--- src/rtl/uart_tx_scheduler_if.sv ---
// Handshake bundle between the CPU debug port, the heartbeat enable and the uart_tx instance.
// master = requester/transmitter side, slave = uart_tx_scheduler.
interface uart_tx_scheduler_if #(
  parameter int unsigned FIFO_DEPTH = 8
);
  localparam int unsigned CW = $clog2(FIFO_DEPTH) + 1;

  logic [7:0]    cpu_tx_byte;
  logic          cpu_tx_valid;
  logic          cpu_tx_ready;
  logic          hb_enable;
  logic          utx_dv;
  logic [7:0]    utx_byte;
  logic          utx_done;
  logic [CW-1:0] fifo_count;
  logic          overflow;
  logic          timeout_err;

  modport master (
    output cpu_tx_byte, cpu_tx_valid, hb_enable, utx_done,
    input  cpu_tx_ready, utx_dv, utx_byte, fifo_count, overflow, timeout_err
  );

  modport slave (
    input  cpu_tx_byte, cpu_tx_valid, hb_enable, utx_done,
    output cpu_tx_ready, utx_dv, utx_byte, fifo_count, overflow, timeout_err
  );
endinterface

--- src/rtl/uart_tx_scheduler.sv ---
// Arbitrates the debug uart_tx between a CPU byte FIFO and a periodic heartbeat byte.
// Optional BUSY-state done timeout: define UART_TX_SCHED_TIMEOUT_EN.
module uart_tx_scheduler #(
  parameter int unsigned FIFO_DEPTH     = 8,
  parameter int unsigned HB_PERIOD      = 12000000,
  parameter logic [7:0]  HB_BYTE        = 8'h2E,
  parameter int unsigned TIMEOUT_CYCLES = 2048
) (
  input logic               CLK12MHZ,
  input logic               resetn,
  uart_tx_scheduler_if.slave bus
);
  localparam int unsigned AW  = $clog2(FIFO_DEPTH);
  localparam int unsigned CW  = AW + 1;
  localparam int unsigned HBW = (HB_PERIOD > 1) ? $clog2(HB_PERIOD) : 1;
  localparam logic [HBW-1:0] HB_LAST = HBW'(HB_PERIOD - 1);
  localparam logic [CW-1:0]  FULL    = CW'(FIFO_DEPTH);

  if (FIFO_DEPTH < 2 || (FIFO_DEPTH & (FIFO_DEPTH - 1)) != 0) begin : g_bad_depth
    $error("uart_tx_scheduler: FIFO_DEPTH must be a power of two >= 2");
  end
  if (TIMEOUT_CYCLES < 2) begin : g_bad_timeout
    $error("uart_tx_scheduler: TIMEOUT_CYCLES must be >= 2");
  end

  typedef enum logic [1:0] {IDLE, START, BUSY, GAP} state_t;

  state_t          state, state_next;

  logic [7:0]      mem [FIFO_DEPTH];
  logic [AW-1:0]   wr_ptr, rd_ptr;
  logic [CW-1:0]   count, count_next;
  logic            ready_q;
  logic            push, pop;

  logic [HBW-1:0]  hb_cnt;
  logic            hb_pending, hb_tick, hb_take;

  logic [7:0]      load_byte;
  logic            dv_q;
  logic [7:0]      byte_q;
  logic            overflow_q;
  logic            timeout_q;
  logic            timeout_hit;

  // ---------------------------------------------------------------- FIFO
  assign push       = bus.cpu_tx_valid & ready_q;
  assign count_next = count + CW'(push) - CW'(pop);

  always_ff @(posedge CLK12MHZ) begin
    if (push) mem[wr_ptr] <= bus.cpu_tx_byte;
  end

  // ready is a register tracking count_next so it never depends on this cycle's pop
  always_ff @(posedge CLK12MHZ or negedge resetn) begin
    if (!resetn) begin
      wr_ptr     <= '0;
      rd_ptr     <= '0;
      count      <= '0;
      ready_q    <= 1'b1;
      overflow_q <= 1'b0;
    end else begin
      if (push) wr_ptr <= wr_ptr + AW'(1);
      if (pop)  rd_ptr <= rd_ptr + AW'(1);
      count   <= count_next;
      ready_q <= (count_next != FULL);
      if (bus.cpu_tx_valid && !ready_q) overflow_q <= 1'b1;
    end
  end

  // ----------------------------------------------------------- heartbeat
  assign hb_tick = bus.hb_enable && (hb_cnt == HB_LAST);

  always_ff @(posedge CLK12MHZ or negedge resetn) begin
    if (!resetn) begin
      hb_cnt     <= '0;
      hb_pending <= 1'b0;
    end else if (!bus.hb_enable) begin
      hb_cnt     <= '0;
      hb_pending <= 1'b0;
    end else begin
      hb_cnt <= hb_tick ? '0 : hb_cnt + HBW'(1);
      // a fresh tick on the same edge as a take re-arms the request
      if (hb_tick)      hb_pending <= 1'b1;
      else if (hb_take) hb_pending <= 1'b0;
    end
  end

  // ----------------------------------------------------- optional timeout
`ifdef UART_TX_SCHED_TIMEOUT_EN
  localparam int unsigned TW = $clog2(TIMEOUT_CYCLES);
  localparam logic [TW-1:0] BUSY_LAST = TW'(TIMEOUT_CYCLES - 1);

  logic [TW-1:0] busy_cnt;

  assign timeout_hit = (state == BUSY) && !bus.utx_done && (busy_cnt == BUSY_LAST);

  always_ff @(posedge CLK12MHZ or negedge resetn) begin
    if (!resetn) begin
      busy_cnt  <= '0;
      timeout_q <= 1'b0;
    end else begin
      busy_cnt <= (state == BUSY) ? busy_cnt + TW'(1) : '0;
      if (timeout_hit) timeout_q <= 1'b1;
    end
  end
`else
  assign timeout_hit = 1'b0;
  assign timeout_q   = 1'b0;
`endif

  // ----------------------------------------------------------------- FSM
  always_ff @(posedge CLK12MHZ or negedge resetn) begin
    if (!resetn) state <= IDLE;
    else         state <= state_next;
  end

  always_comb begin
    state_next = state;
    unique case (state)
      IDLE:    if (count != '0 || hb_pending) state_next = START;
      START:   state_next = BUSY;
      BUSY:    if (bus.utx_done || timeout_hit) state_next = GAP;
      GAP:     state_next = IDLE;
      default: state_next = IDLE;
    endcase
  end

  always_comb begin
    pop       = 1'b0;
    hb_take   = 1'b0;
    load_byte = byte_q;
    if (state == IDLE) begin
      if (count != '0) begin
        pop       = 1'b1;
        load_byte = mem[rd_ptr];
      end else if (hb_pending) begin
        hb_take   = 1'b1;
        load_byte = HB_BYTE;
      end
    end
  end

  always_ff @(posedge CLK12MHZ or negedge resetn) begin
    if (!resetn) begin
      dv_q   <= 1'b0;
      byte_q <= 8'h00;
    end else begin
      dv_q   <= (state_next == START);
      byte_q <= load_byte;
    end
  end

  assign bus.cpu_tx_ready = ready_q;
  assign bus.utx_dv       = dv_q;
  assign bus.utx_byte     = byte_q;
  assign bus.fifo_count   = count;
  assign bus.overflow     = overflow_q;
  assign bus.timeout_err  = timeout_q;
endmodule

--- src/flat_wrapper.sv ---
// flat-port wrapper written by rule: the top's interface ports become plain ports
module uart_tx_scheduler_flat 
#(
  parameter int unsigned FIFO_DEPTH     = 8,
  parameter int unsigned HB_PERIOD      = 12000000,
  parameter logic [7:0]  HB_BYTE        = 8'h2E,
  parameter int unsigned TIMEOUT_CYCLES = 2048
)
  (CLK12MHZ, resetn, bus_cpu_tx_byte, bus_cpu_tx_valid, bus_hb_enable, bus_utx_done, bus_cpu_tx_ready, bus_utx_dv, bus_utx_byte, bus_fifo_count, bus_overflow, bus_timeout_err);
  uart_tx_scheduler_if #(.FIFO_DEPTH(FIFO_DEPTH)) bus_i ();
  input logic CLK12MHZ;
  input logic resetn;
  input wire logic [$bits(bus_i.cpu_tx_byte)-1:0] bus_cpu_tx_byte;
  input wire logic [$bits(bus_i.cpu_tx_valid)-1:0] bus_cpu_tx_valid;
  input wire logic [$bits(bus_i.hb_enable)-1:0] bus_hb_enable;
  input wire logic [$bits(bus_i.utx_done)-1:0] bus_utx_done;
  output wire logic [$bits(bus_i.cpu_tx_ready)-1:0] bus_cpu_tx_ready;
  output wire logic [$bits(bus_i.utx_dv)-1:0] bus_utx_dv;
  output wire logic [$bits(bus_i.utx_byte)-1:0] bus_utx_byte;
  output wire logic [$bits(bus_i.fifo_count)-1:0] bus_fifo_count;
  output wire logic [$bits(bus_i.overflow)-1:0] bus_overflow;
  output wire logic [$bits(bus_i.timeout_err)-1:0] bus_timeout_err;
  assign bus_i.cpu_tx_byte = bus_cpu_tx_byte;
  assign bus_i.cpu_tx_valid = bus_cpu_tx_valid;
  assign bus_i.hb_enable = bus_hb_enable;
  assign bus_i.utx_done = bus_utx_done;
  assign bus_cpu_tx_ready = bus_i.cpu_tx_ready;
  assign bus_utx_dv = bus_i.utx_dv;
  assign bus_utx_byte = bus_i.utx_byte;
  assign bus_fifo_count = bus_i.fifo_count;
  assign bus_overflow = bus_i.overflow;
  assign bus_timeout_err = bus_i.timeout_err;
  uart_tx_scheduler #(.FIFO_DEPTH(FIFO_DEPTH), .HB_PERIOD(HB_PERIOD), .HB_BYTE(HB_BYTE), .TIMEOUT_CYCLES(TIMEOUT_CYCLES)) u_core (.CLK12MHZ(CLK12MHZ), .resetn(resetn), .bus(bus_i));
endmodule
--- config.mk ---
export PLATFORM = sky130hd
export DESIGN_NAME = uart_tx_scheduler_flat
export DESIGN_NICKNAME = d
export VERILOG_FILES = /design/src/rtl/uart_tx_scheduler_if.sv /design/src/rtl/uart_tx_scheduler.sv /design/src/flat_wrapper.sv
export SDC_FILE = /design/constraint.sdc
export NUM_CORES = 1
export LEC_CHECK = 0
export ABC_AREA = 1
export CAP_MARGIN = 25
export CORE_AREA = 4 4 97 99
export CTS_CLUSTER_DIAMETER = 60
export CTS_CLUSTER_SIZE = 14
export DETAILED_ROUTE_END_ITERATION = 10
export DIE_AREA = 0 0 101 103
export PLACE_DENSITY = 0.79
export SYNTH_ARGS = -nofsm -noshare
export SYNTH_HDL_FRONTEND = slang
export SYNTH_SLANG_ARGS = --single-unit
--- constraint.sdc ---
create_clock -name CLK12MHZ -period 6.4 [get_ports CLK12MHZ]
set_input_delay 1.6 -clock CLK12MHZ [delete_from_list [all_inputs] [get_ports CLK12MHZ]]
set_output_delay 1.6 -clock CLK12MHZ [all_outputs]
set_load 0.02 [all_outputs]
==> impl_metrics.tcl, run 1 <==
set metrics [dict create \
    grt_max_degree 49 \
    relative_slew_slack 0.460 \
    min_path_type "flip-flop to flip-flop" \
    synth_warnings 0 \
    worst-endpoint-arrival_ns 1.51 \
    crit_cells 1 \
    area_growth_from_synthesis_to_layout_pct 10.8 \
    fin_worst_skew_ns 0.0134 \
    post-cts-setup-buffer-count 0 \
    synth_cells 508 \
    ctsResizeCount 0 \
    fin_crit_ns 3.11 \
    tightest_pin_transition_ns 0.811 \
    via_count 3501 \
    timing.fmax_ghz 0.321 \
    setup.worst_path.class "flip-flop to primary output" \
    r2r.worst_path.cells 10 \
    antenna_violating_nets_post_route 0 \
    grt_antenna_before_repair 0 \
    netlist_area_um2 5060 \
    reg2reg_setup_slack_ns 3.84 \
    post_synth_most_frequent_cells "114 x sky130_fd_sc_hd__nand2_1, 77 x sky130_fd_sc_hd__nor2_1, 64 x sky130_fd_sc_hd__edfxtp_1" \
    timing.critical_path.max_delay_family "buffers and inverters" \
    finalWeightedCongestion 0.885 \
    synth.yosys.seq_area_share 0.617 \
    cts_max_level 3 \
    final_nets 560 \
    crit_chain "clkdlybuf4s50_1" \
    cp-startpoint "u_core.bus.cpu_tx_ready$_DFF_PN1_" \
    fin_crit_sh 0.486 \
    critical_path_buf_inv_count 1 \
    report.final.hold_viol_count 0 \
    synth-edff-count 64 \
    timing.final.max_slew_violations 0 \
    clkLatencyLatePin_ns 0.37 \
    tritoncts "yes" \
    detailedRoute.firstIterationViolations 158 \
    syn_nets 533 \
    syn-mean-instance-area_um2 9.96 \
    rsz_0062_raised_after_global_routing "no" \
    port_buffers 27 \
    cts.clk_slew.worst_paths_ns 0.10 \
    route.detailed.wl_per_inst_um 16.2 \
    setup_total_negative_slack_ns 0 \
    drt_wl_total_mm 10.5 \
    fp.dieW_um 101 \
    die_height_um 103 \
    num_antenna_cells 0 \
    cts_made_buffers 9 \
    cp_data_required_time_ns 4.80 \
    critical-path-slowest-cell "sky130_fd_sc_hd__clkdlybuf4s50_1" \
    die_area_um2 10400 \
    final_cells 648 \
    std_cell_rows 34 \
    dr.pass1.iters 5 \
    drive_gt1_frac 0.0667 \
    routed_via_density 5.40 \
    numClockSinks 112 \
    outcome "finished, final reports clean" \
    asyncSetResetFlopFracSynth 0.429 \
    place.detailed.instances 632 \
    critical_path_peak_fanout 3 \
    yosys.area.top_type "sky130_fd_sc_hd__edfxtp_1" \
    number_of_unique_standard_cell_types_used_by_synthesis 38 \
    io-pin-count 29 \
    synthTopCellsByArea "sky130_fd_sc_hd__edfxtp_1 38%, sky130_fd_sc_hd__dfrtp_1 23%, sky130_fd_sc_hd__nand2_1 8.5%, sky130_fd_sc_hd__nor2_1 5.7%, sky130_fd_sc_hd__nand3_1 4.5%" \
    grt_overflow_total 0 \
    whs_ns 0.488 \
    final.fill_count 650 \
    setup_viol_count_final 0 \
    cp-endpoint "bus_cpu_tx_ready" \
    floorplan.core_area_um2 8550 \
    worstSetupEndpointType "primary output" \
    detailed_place_hpwl_mm 7.48 \
    cts_hold_repair.buffers 0 \
    cts_max_path_buffers 2 \
    post-synth-top-area-fraction 0.380 \
    timing.rr.end "u_core.bus.cpu_tx_ready$_DFF_PN1_" \
    beginning_of_the_worst_register_to_register_path "u_core.state[0]$_DFF_PN0_" \
    gr-usage-all-layers 0.220 \
    synth_seq_cells 112 \
    first_global_vias 3506 \
    irDropWorstVdd_mv 0.155 \
    p_leak_nw 2.29 \
    grt_pass1_wl_mm 17.2 \
    critical_path.max_stage_delay_ns 0.60 \
    cts.root.buffer_cell "sky130_fd_sc_hd__clkbuf_8" \
    maxCapViolations 0 \
    drc_errors 0 \
    p_per_area_nw_per_um2 383 \
    synth.most_common_cell "sky130_fd_sc_hd__nand2_1" \
    cp-start-kind "flip-flop" \
    initial_core_util 0.592 \
    dominantRegCellSynth "sky130_fd_sc_hd__edfxtp_1" \
]
## where the power goes
group	internal, mW	total (mW)	switching (mW)
clock network	0.185	0.423	0.238
logic	0.276	0.752	0.476
registers	0.894	0.974	0.0794
## registers in the layout (all words and copies together) (netlist names), 2 cells and up
| signal | count |
|---|---|
| u_core.wr_ptr | 3 |
| u_core.mem | 64 |
| u_core.bus.fifo_count | 4 |
| u_core.hb_cnt | 24 |
| u_core.state | 2 |
| u_core.bus.utx_byte | 8 |
| u_core.rd_ptr | 3 |
## routing by layer
layer | vias up | track usage | share of wire | wire (µm)
li1 | 1722 | - | - | -
met1 | 1665 | 0.268 | 0.41 | 4260
met2 | 96 | 0.395 | 0.52 | 5450
met3 | 18 | 0.0304 | 0.053 | 551
met4 | 0 | 0.0900 | 0.022 | 236
met5 | - | 0 | 0 | 0
## worst min path at each step
| stage | startpoint | end | slack, ns | cells past startpoint |
|---|---|---|---|---|
| finish | u_core.bus.overflow$_DFFE_PN0P_ | u_core.bus.overflow$_DFFE_PN0P_ | 0.49 | 1 |
| global route | u_core.bus.overflow$_DFFE_PN0P_ | u_core.bus.overflow$_DFFE_PN0P_ | 0.52 | 1 |
| CTS | u_core.bus.overflow$_DFFE_PN0P_ | u_core.bus.overflow$_DFFE_PN0P_ | 0.49 | 1 |
| detailed placement | u_core.bus.overflow$_DFFE_PN0P_ | u_core.bus.overflow$_DFFE_PN0P_ | 0.47 | 1 |
| global placement | u_core.bus.overflow$_DFFE_PN0P_ | u_core.bus.overflow$_DFFE_PN0P_ | 0.46 | 1 |
| floorplan | u_core.hb_pending$_DFFE_PN0P_ | u_core.hb_pending$_DFFE_PN0P_ | 0.48 | 2 |
## cells by family after synthesis
family / synth area share
AND/OR/NAND/NOR: 0.227
flip-flops: 0.617
buffers and inverters: 0.0522
AO/OA/AOI/OAI: 0.0453
XOR/XNOR: 0.0260
adder cells (fa/ha/maj): 0.0312
other: 0.000741
## placed cells by master (no fill, tap or decap), drive strengths merged, types with 2 or more instances in the layout
master         instances
clkinv                 5
nand4                  5
nor3                   6
dfrtp                 47
nand3                 47
xor2                  10
nand3b                 2
edfxtp                64
clkdlybuf4s50         26
nand2                116
o211ai                 8
ha                    11
o21ai                 24
inv                   51
o21bai                 3
buf                    3
nor2                  85
xnor2                  5
clkbuf                 9
## through the flow
stage	area (µm²)	util	setup slack [ns]	total power, mW
3_3_place_gp	5410	0.632	3.02	1.70
4_1_cts	5610	0.656	3.26	2.16
3_5_place_dp	5410	0.632	2.97	1.74
2_1_floorplan	5060	-	3.67	1.49
6_report	5610	0.656	3.29	2.15
5_1_grt	5610	0.656	3.22	2.30
## layout make-up
cell class,instances,area (µm²),share of cell area
clock inverters,7,77.6,0.0138
clock buffers,9,124,0.0221
inverters,51,194,0.0346
repair buffers,29,280,0.0500
flip-flops and latches,112,3120,0.557
well taps,108,135,0.0241
multi-input cells,332,1670,0.298
No activity file was read; power rests on OpenSTA's default activity.
==> run 2: changes to the inputs <==
--- a/config.mk
+++ b/config.mk
@@ -7,12 +7,12 @@
 export LEC_CHECK = 0
 export ABC_AREA = 1
 export CAP_MARGIN = 25
-export CORE_AREA = 4 4 97 99
+export CORE_AREA = 4 4 98 100
 export CTS_CLUSTER_DIAMETER = 60
 export CTS_CLUSTER_SIZE = 14
 export DETAILED_ROUTE_END_ITERATION = 10
-export DIE_AREA = 0 0 101 103
-export PLACE_DENSITY = 0.79
+export DIE_AREA = 0 0 102 104
+export PLACE_DENSITY = 0.78
 export SYNTH_ARGS = -nofsm -noshare
 export SYNTH_HDL_FRONTEND = slang
 export SYNTH_SLANG_ARGS = --single-unit
==> constraint.sdc (replaced) <==
create_clock -name CLK12MHZ -period 2.9 [get_ports CLK12MHZ]
set_input_delay 0.725 -clock CLK12MHZ [delete_from_list [all_inputs] [get_ports CLK12MHZ]]
set_output_delay 0.725 -clock CLK12MHZ [all_outputs]
set_load 0.02 [all_outputs]
==> impl_metrics.tcl, run 2 (synthesis gave the netlist of run 1 again) <==
set metrics [dict create \
    rsz_0062_raised_after_global_routing "no" \
    cp-startpoint "u_core.bus.fifo_count[2]$_DFF_PN0_" \
    final_std_cell_area_no_fill_um2 5660 \
    layout_setup_ws_ns 0.436 \
    numClockSinks 112 \
    critical-path-slowest-cell "sky130_fd_sc_hd__fa_1" \
    cts_hold_repair.buffers 0 \
    detailedPlace.worstSlack_ns 0.451 \
    tightest_pin_transition_ns 0.707 \
    largest_register_ffs 64 \
    beginning_of_the_worst_register_to_register_path "u_core.bus.fifo_count[2]$_DFF_PN0_" \
    drive_gt1_frac 0.0817 \
    cts.root.buffer_cell "sky130_fd_sc_hd__clkbuf_8" \
    crit_chain "inv_1, ha_1, nand3_1, nand2_1, inv_1, ha_1, inv_1, ha_1, fa_1, nor3_1, nand2_1" \
    num_antenna_cells 0 \
    initial_core_util 0.583 \
    r2r.worst_path.cells 11 \
    final_nets 571 \
    maxCapViolations 0 \
    reg2reg_setup_slack_ns 0.44 \
    setup_total_negative_slack_ns 0 \
    final_cells 659 \
    cts_made_buffers 9 \
    finalWeightedCongestion 0.888 \
    fin_crit_sh 0.850 \
    cp-start-kind "flip-flop" \
    grt_overflow_total 0 \
    whs_ns 0.259 \
    worstSetupEndpointType "flip-flop" \
    die_area_um2 10600 \
    clkLatencyLatePin_ns 0.37 \
    timing.final.max_slew_violations 0 \
    antenna_violating_nets_post_route 0 \
    place.detailed.instances 643 \
    critical_path_peak_fanout 12 \
    std_cell_rows 34 \
    cp_data_required_time_ns 3.20 \
    report.final.hold_viol_count 0 \
    totalPowerFinal_mw 4.72 \
    post-cts-setup-buffer-count 0 \
    final.fill_count 699 \
    first_global_vias 3551 \
    drt_wl_total_mm 10.7 \
    timing.rr.end "u_core.bus.cpu_tx_ready$_DFF_PN1_" \
    grt_pass1_wl_mm 17.8 \
    irDropWorstVdd_mv 0.694 \
    p_per_area_nw_per_um2 834 \
    floorplan.core_area_um2 8680 \
    route.detailed.wl_per_inst_um 16.2 \
    regMostFlops "u_core.mem" \
    cts_max_level 3 \
    grt_antenna_before_repair 0 \
    area_growth_from_synthesis_to_layout_pct 11.8 \
    detailed_place_hpwl_mm 7.73 \
    critical_path.max_stage_delay_ns 0.45 \
    fin_worst_skew_ns 0.00934 \
    timing.fmax_ghz 0.406 \
    routed_via_density 5.40 \
    io-pin-count 29 \
    gr-usage-all-layers 0.217 \
    worst-endpoint-arrival_ns 2.77 \
    min_path_type "primary input to async pin" \
    detailedRoute.firstIterationViolations 267 \
    dr.pass1.iters 5 \
    die_height_um 104 \
    layout_common_cells "114 x sky130_fd_sc_hd__nand2_1, 77 x sky130_fd_sc_hd__nor2_1, 64 x sky130_fd_sc_hd__edfxtp_1" \
    cts_max_path_buffers 2 \
    drc_errors 0 \
    port_buffers 27 \
    relative_slew_slack 0.529 \
    cts.clk_slew.worst_paths_ns 0.10 \
    tritoncts "yes" \
    p_leak_nw 2.33 \
    outcome "finished, final reports clean" \
    fin_util 0.652 \
    grt_max_degree 34 \
    fin_crit_ns 2.46 \
    setup_viol_count_final 0 \
    ctsResizeCount 0 \
    dpl-instance-area_um2 5490 \
    setup.worst_path.class "flip-flop to flip-flop" \
    via_count 3560 \
    mostFrequentLayoutCell "sky130_fd_sc_hd__nand2_1" \
    fp.dieW_um 102 \
]
## run 2: how the worst max path moves through the flow
stage                                   endpoint
2_1_floorplan  u_core.bus.cpu_tx_ready$_DFF_PN1_
3_3_place_gp   u_core.bus.cpu_tx_ready$_DFF_PN1_
3_5_place_dp   u_core.bus.cpu_tx_ready$_DFF_PN1_
4_1_cts        u_core.bus.cpu_tx_ready$_DFF_PN1_
5_1_grt        u_core.bus.cpu_tx_ready$_DFF_PN1_
6_report       u_core.bus.cpu_tx_ready$_DFF_PN1_
## run 2: worst max-delay path: cells and delay by family (launching register included)
kind / cells / cell delay, ns
adder cells (fa/ha/maj): 4 / 1.15
flip-flops: 1 / 0.36
AND/OR/NAND/NOR: 4 / 0.46
buffers and inverters: 3 / 0.42
## run 2: area by class of cell
type / instances / area (µm²) / share of cell area
well taps: 108 / 135 / 0.0239
clock inverters: 6 / 41.3 / 0.00730
multi-input cells: 332 / 1670 / 0.296
flip-flops and latches: 112 / 3120 / 0.552
clock buffers: 10 / 128 / 0.0226
inverters: 51 / 194 / 0.0343
repair buffers: 40 / 363 / 0.0641
## run 2: report_power, final
part           leakage [nW]  internal [mW]  total [mW]  switching [mW]
Sequential             1.20           1.97        2.16           0.183
Clock                0.0807          0.315       0.842           0.527
Combinational          1.05          0.638        1.72            1.08
## run 2: per-layer routing
metal  track usage  up-vias  routed length, µm
li1              -     1740                  -
met1         0.325     1698               4900
met2         0.321      112               4950
met3        0.0369       10                695
met4        0.0722        0                141
met5             0        -                  0
==> run 3: changes to the inputs <==
--- a/config.mk
+++ b/config.mk
@@ -7,12 +7,12 @@
 export LEC_CHECK = 0
 export ABC_AREA = 1
 export CAP_MARGIN = 25
-export CORE_AREA = 4 4 98 100
+export CORE_AREA = 4 4 102 104
 export CTS_CLUSTER_DIAMETER = 60
 export CTS_CLUSTER_SIZE = 14
 export DETAILED_ROUTE_END_ITERATION = 10
-export DIE_AREA = 0 0 102 104
-export PLACE_DENSITY = 0.78
+export DIE_AREA = 0 0 106 108
+export PLACE_DENSITY = 0.75
 export SYNTH_ARGS = -nofsm -noshare
 export SYNTH_HDL_FRONTEND = slang
 export SYNTH_SLANG_ARGS = --single-unit
==> constraint.sdc (replaced) <==
create_clock -name CLK12MHZ -period 2.2 [get_ports CLK12MHZ]
set_input_delay 0.55 -clock CLK12MHZ [delete_from_list [all_inputs] [get_ports CLK12MHZ]]
set_output_delay 0.55 -clock CLK12MHZ [all_outputs]
set_load 0.02 [all_outputs]
==> impl_metrics.tcl, run 3 (synthesis gave the netlist of run 1 again) <==
set metrics [dict create \
    outcome "finished, final reports clean" \
    std_cell_rows 36 \
    fp.dieW_um 106 \
    route.detailed.wl_per_inst_um 15.8 \
    cts.clk_slew.worst_paths_ns 0.10 \
    num_antenna_cells 0 \
    grt_pass1_wl_mm 17.4 \
    most_congested_layer_reported_by_global_routing "met2" \
    via_count 3537 \
    detailedRoute.firstIterationViolations 209 \
    final_cells 689 \
    setup.worst_path.class "flip-flop to flip-flop" \
    regMostFlops "u_core.mem" \
    tightest_pin_transition_ns 0.622 \
    floorplan.core_area_um2 9550 \
    met3_routing_resource_usage_after_global_routing 0.0549 \
    grt_overflow_total 0 \
    drc_errors 0 \
    mostFrequentLayoutCell "sky130_fd_sc_hd__nand2_1" \
    cts_max_level 3 \
    cp_data_required_time_ns 2.51 \
    tritoncts "yes" \
    worst-endpoint-arrival_ns 2.38 \
    timing.final.max_slew_violations 0 \
    maxCapViolations 0 \
    grt_max_degree 49 \
    dr.pass1.iters 5 \
    timing.fmax_ghz 0.482 \
    finalWeightedCongestion 0.872 \
    place.detailed.instances 671 \
    cp-startpoint "u_core.bus.fifo_count[2]$_DFF_PN0_" \
    port_buffers 27 \
    gr-usage-met1 0.246 \
    cts_hold_repair.buffers 0 \
    clkLatencyLatePin_ns 0.38 \
    drt_wl_total_mm 10.9 \
    grt_antenna_before_repair 0 \
    cts_max_path_buffers 2 \
    numClockSinks 112 \
    die_area_um2 11400 \
    critical_path_peak_fanout 2 \
    reg2reg_setup_slack_ns 0.12 \
    fin_crit_sh 0.944 \
    beginning_of_the_worst_register_to_register_path "u_core.bus.fifo_count[2]$_DFF_PN0_" \
    rsz_0062_raised_after_global_routing "no" \
    report.final.hold_viol_count 0 \
    antenna_violating_nets_post_route 0 \
    totalPowerFinal_mw 6.71 \
    p_leak_nw 2.38 \
    fin_crit_ns 2.08 \
    die_height_um 108 \
    layout_common_cells "113 x sky130_fd_sc_hd__nand2_1, 77 x sky130_fd_sc_hd__nor2_1, 64 x sky130_fd_sc_hd__edfxtp_1" \
    routed_via_density 5.13 \
    cp-start-kind "flip-flop" \
    area_growth_from_synthesis_to_layout_pct 15.7 \
    relative_slew_slack 0.585 \
    cts.root.buffer_cell "sky130_fd_sc_hd__clkbuf_8" \
    setup_viol_count_final 0 \
    first_global_vias 3517 \
    final_nets 576 \
    drive_gt1_frac 0.115 \
    initial_core_util 0.530 \
    detailed_place_hpwl_mm 7.50 \
    worstSetupEndpointType "flip-flop" \
    final_std_cell_area_no_fill_um2 5850 \
    irDropWorstVdd_mv 0.863 \
    dpl-instance-area_um2 5590 \
    p_per_area_nw_per_um2 1150 \
    io-pin-count 29 \
    globalRouteMet2Util 0.346 \
    cts_made_buffers 9 \
    min_path_type "primary input to async pin" \
    fin_worst_skew_ns 0.00815 \
    setup_total_negative_slack_ns 0 \
    largest_register_ffs 64 \
    fin_util 0.613 \
    gr-usage-all-layers 0.200 \
]
[run 3: area by class of cell]
type / instances / area (µm²)
inverters: 51 / 194
clock buffers: 9 / 124
fillers: 821 / 3700
repair buffers: 45 / 400
clock inverters: 7 / 120
multi-input cells: 332 / 1720
well taps: 133 / 166
flip-flops and latches: 112 / 3130
[run 3: where the power goes]
group	total (mW)	leakage [nW]	internal, mW	switching (mW)
Sequential	2.78	1.20	2.60	0.179
Clock	1.46	0.121	0.758	0.697
Combinational	2.47	1.06	0.953	1.52
[run 3: layer usage]
metal,part of all wire,vias to the layer above
met4,0.022,0
li1,-,1746
met3,0.061,19
met1,0.41,1655
met2,0.50,117
met5,0,-
[run 3: through the flow]
stage / hold slack [ns] / worst slack [ns]
finish: 0.242 / 0.124
detailed placement: 0.463 / 0.0211
floorplan: 0.254 / -0.00511
global placement: 0.465 / 0.0499
global route: 0.294 / 0.00290
CTS: 0.295 / 0.0485
[run 3: worst paths after layout]
check	endpoint	depth (start not counted)
max	u_core.bus.cpu_tx_ready$_DFF_PN1_	12
min	u_core.bus.utx_byte[1]$_DFFE_PN0P_	2
max reg2reg	u_core.bus.cpu_tx_ready$_DFF_PN1_	12
min reg2reg	u_core.bus.overflow$_DFFE_PN0P_	1
max in group asynchronous	u_core.bus.fifo_count[2]$_DFF_PN0_	2
min in group CLK12MHZ	u_core.bus.overflow$_DFFE_PN0P_	1
[run 3: worst max-delay path, cell delays in order (launching register included)]
cell                      delay [ns]
sky130_fd_sc_hd__dfrtp_2        0.42
sky130_fd_sc_hd__inv_2          0.08
sky130_fd_sc_hd__ha_4           0.13
sky130_fd_sc_hd__nand3_2        0.09
sky130_fd_sc_hd__nand2_2        0.09
sky130_fd_sc_hd__inv_2          0.05
sky130_fd_sc_hd__ha_4           0.25
sky130_fd_sc_hd__inv_2          0.04
sky130_fd_sc_hd__ha_4           0.15
sky130_fd_sc_hd__fa_2           0.35
sky130_fd_sc_hd__xor2_1         0.16
sky130_fd_sc_hd__nor3_1         0.13
sky130_fd_sc_hd__nand2_1        0.08
[run 3: what timing repair did]
action / 4_1_cts / 5_1_grt
buffers inserted: 0 / 2
setup endpoints to repair: 0 / 1
gates resized for setup: 0 / 1
hold endpoints to repair: 0 / 0
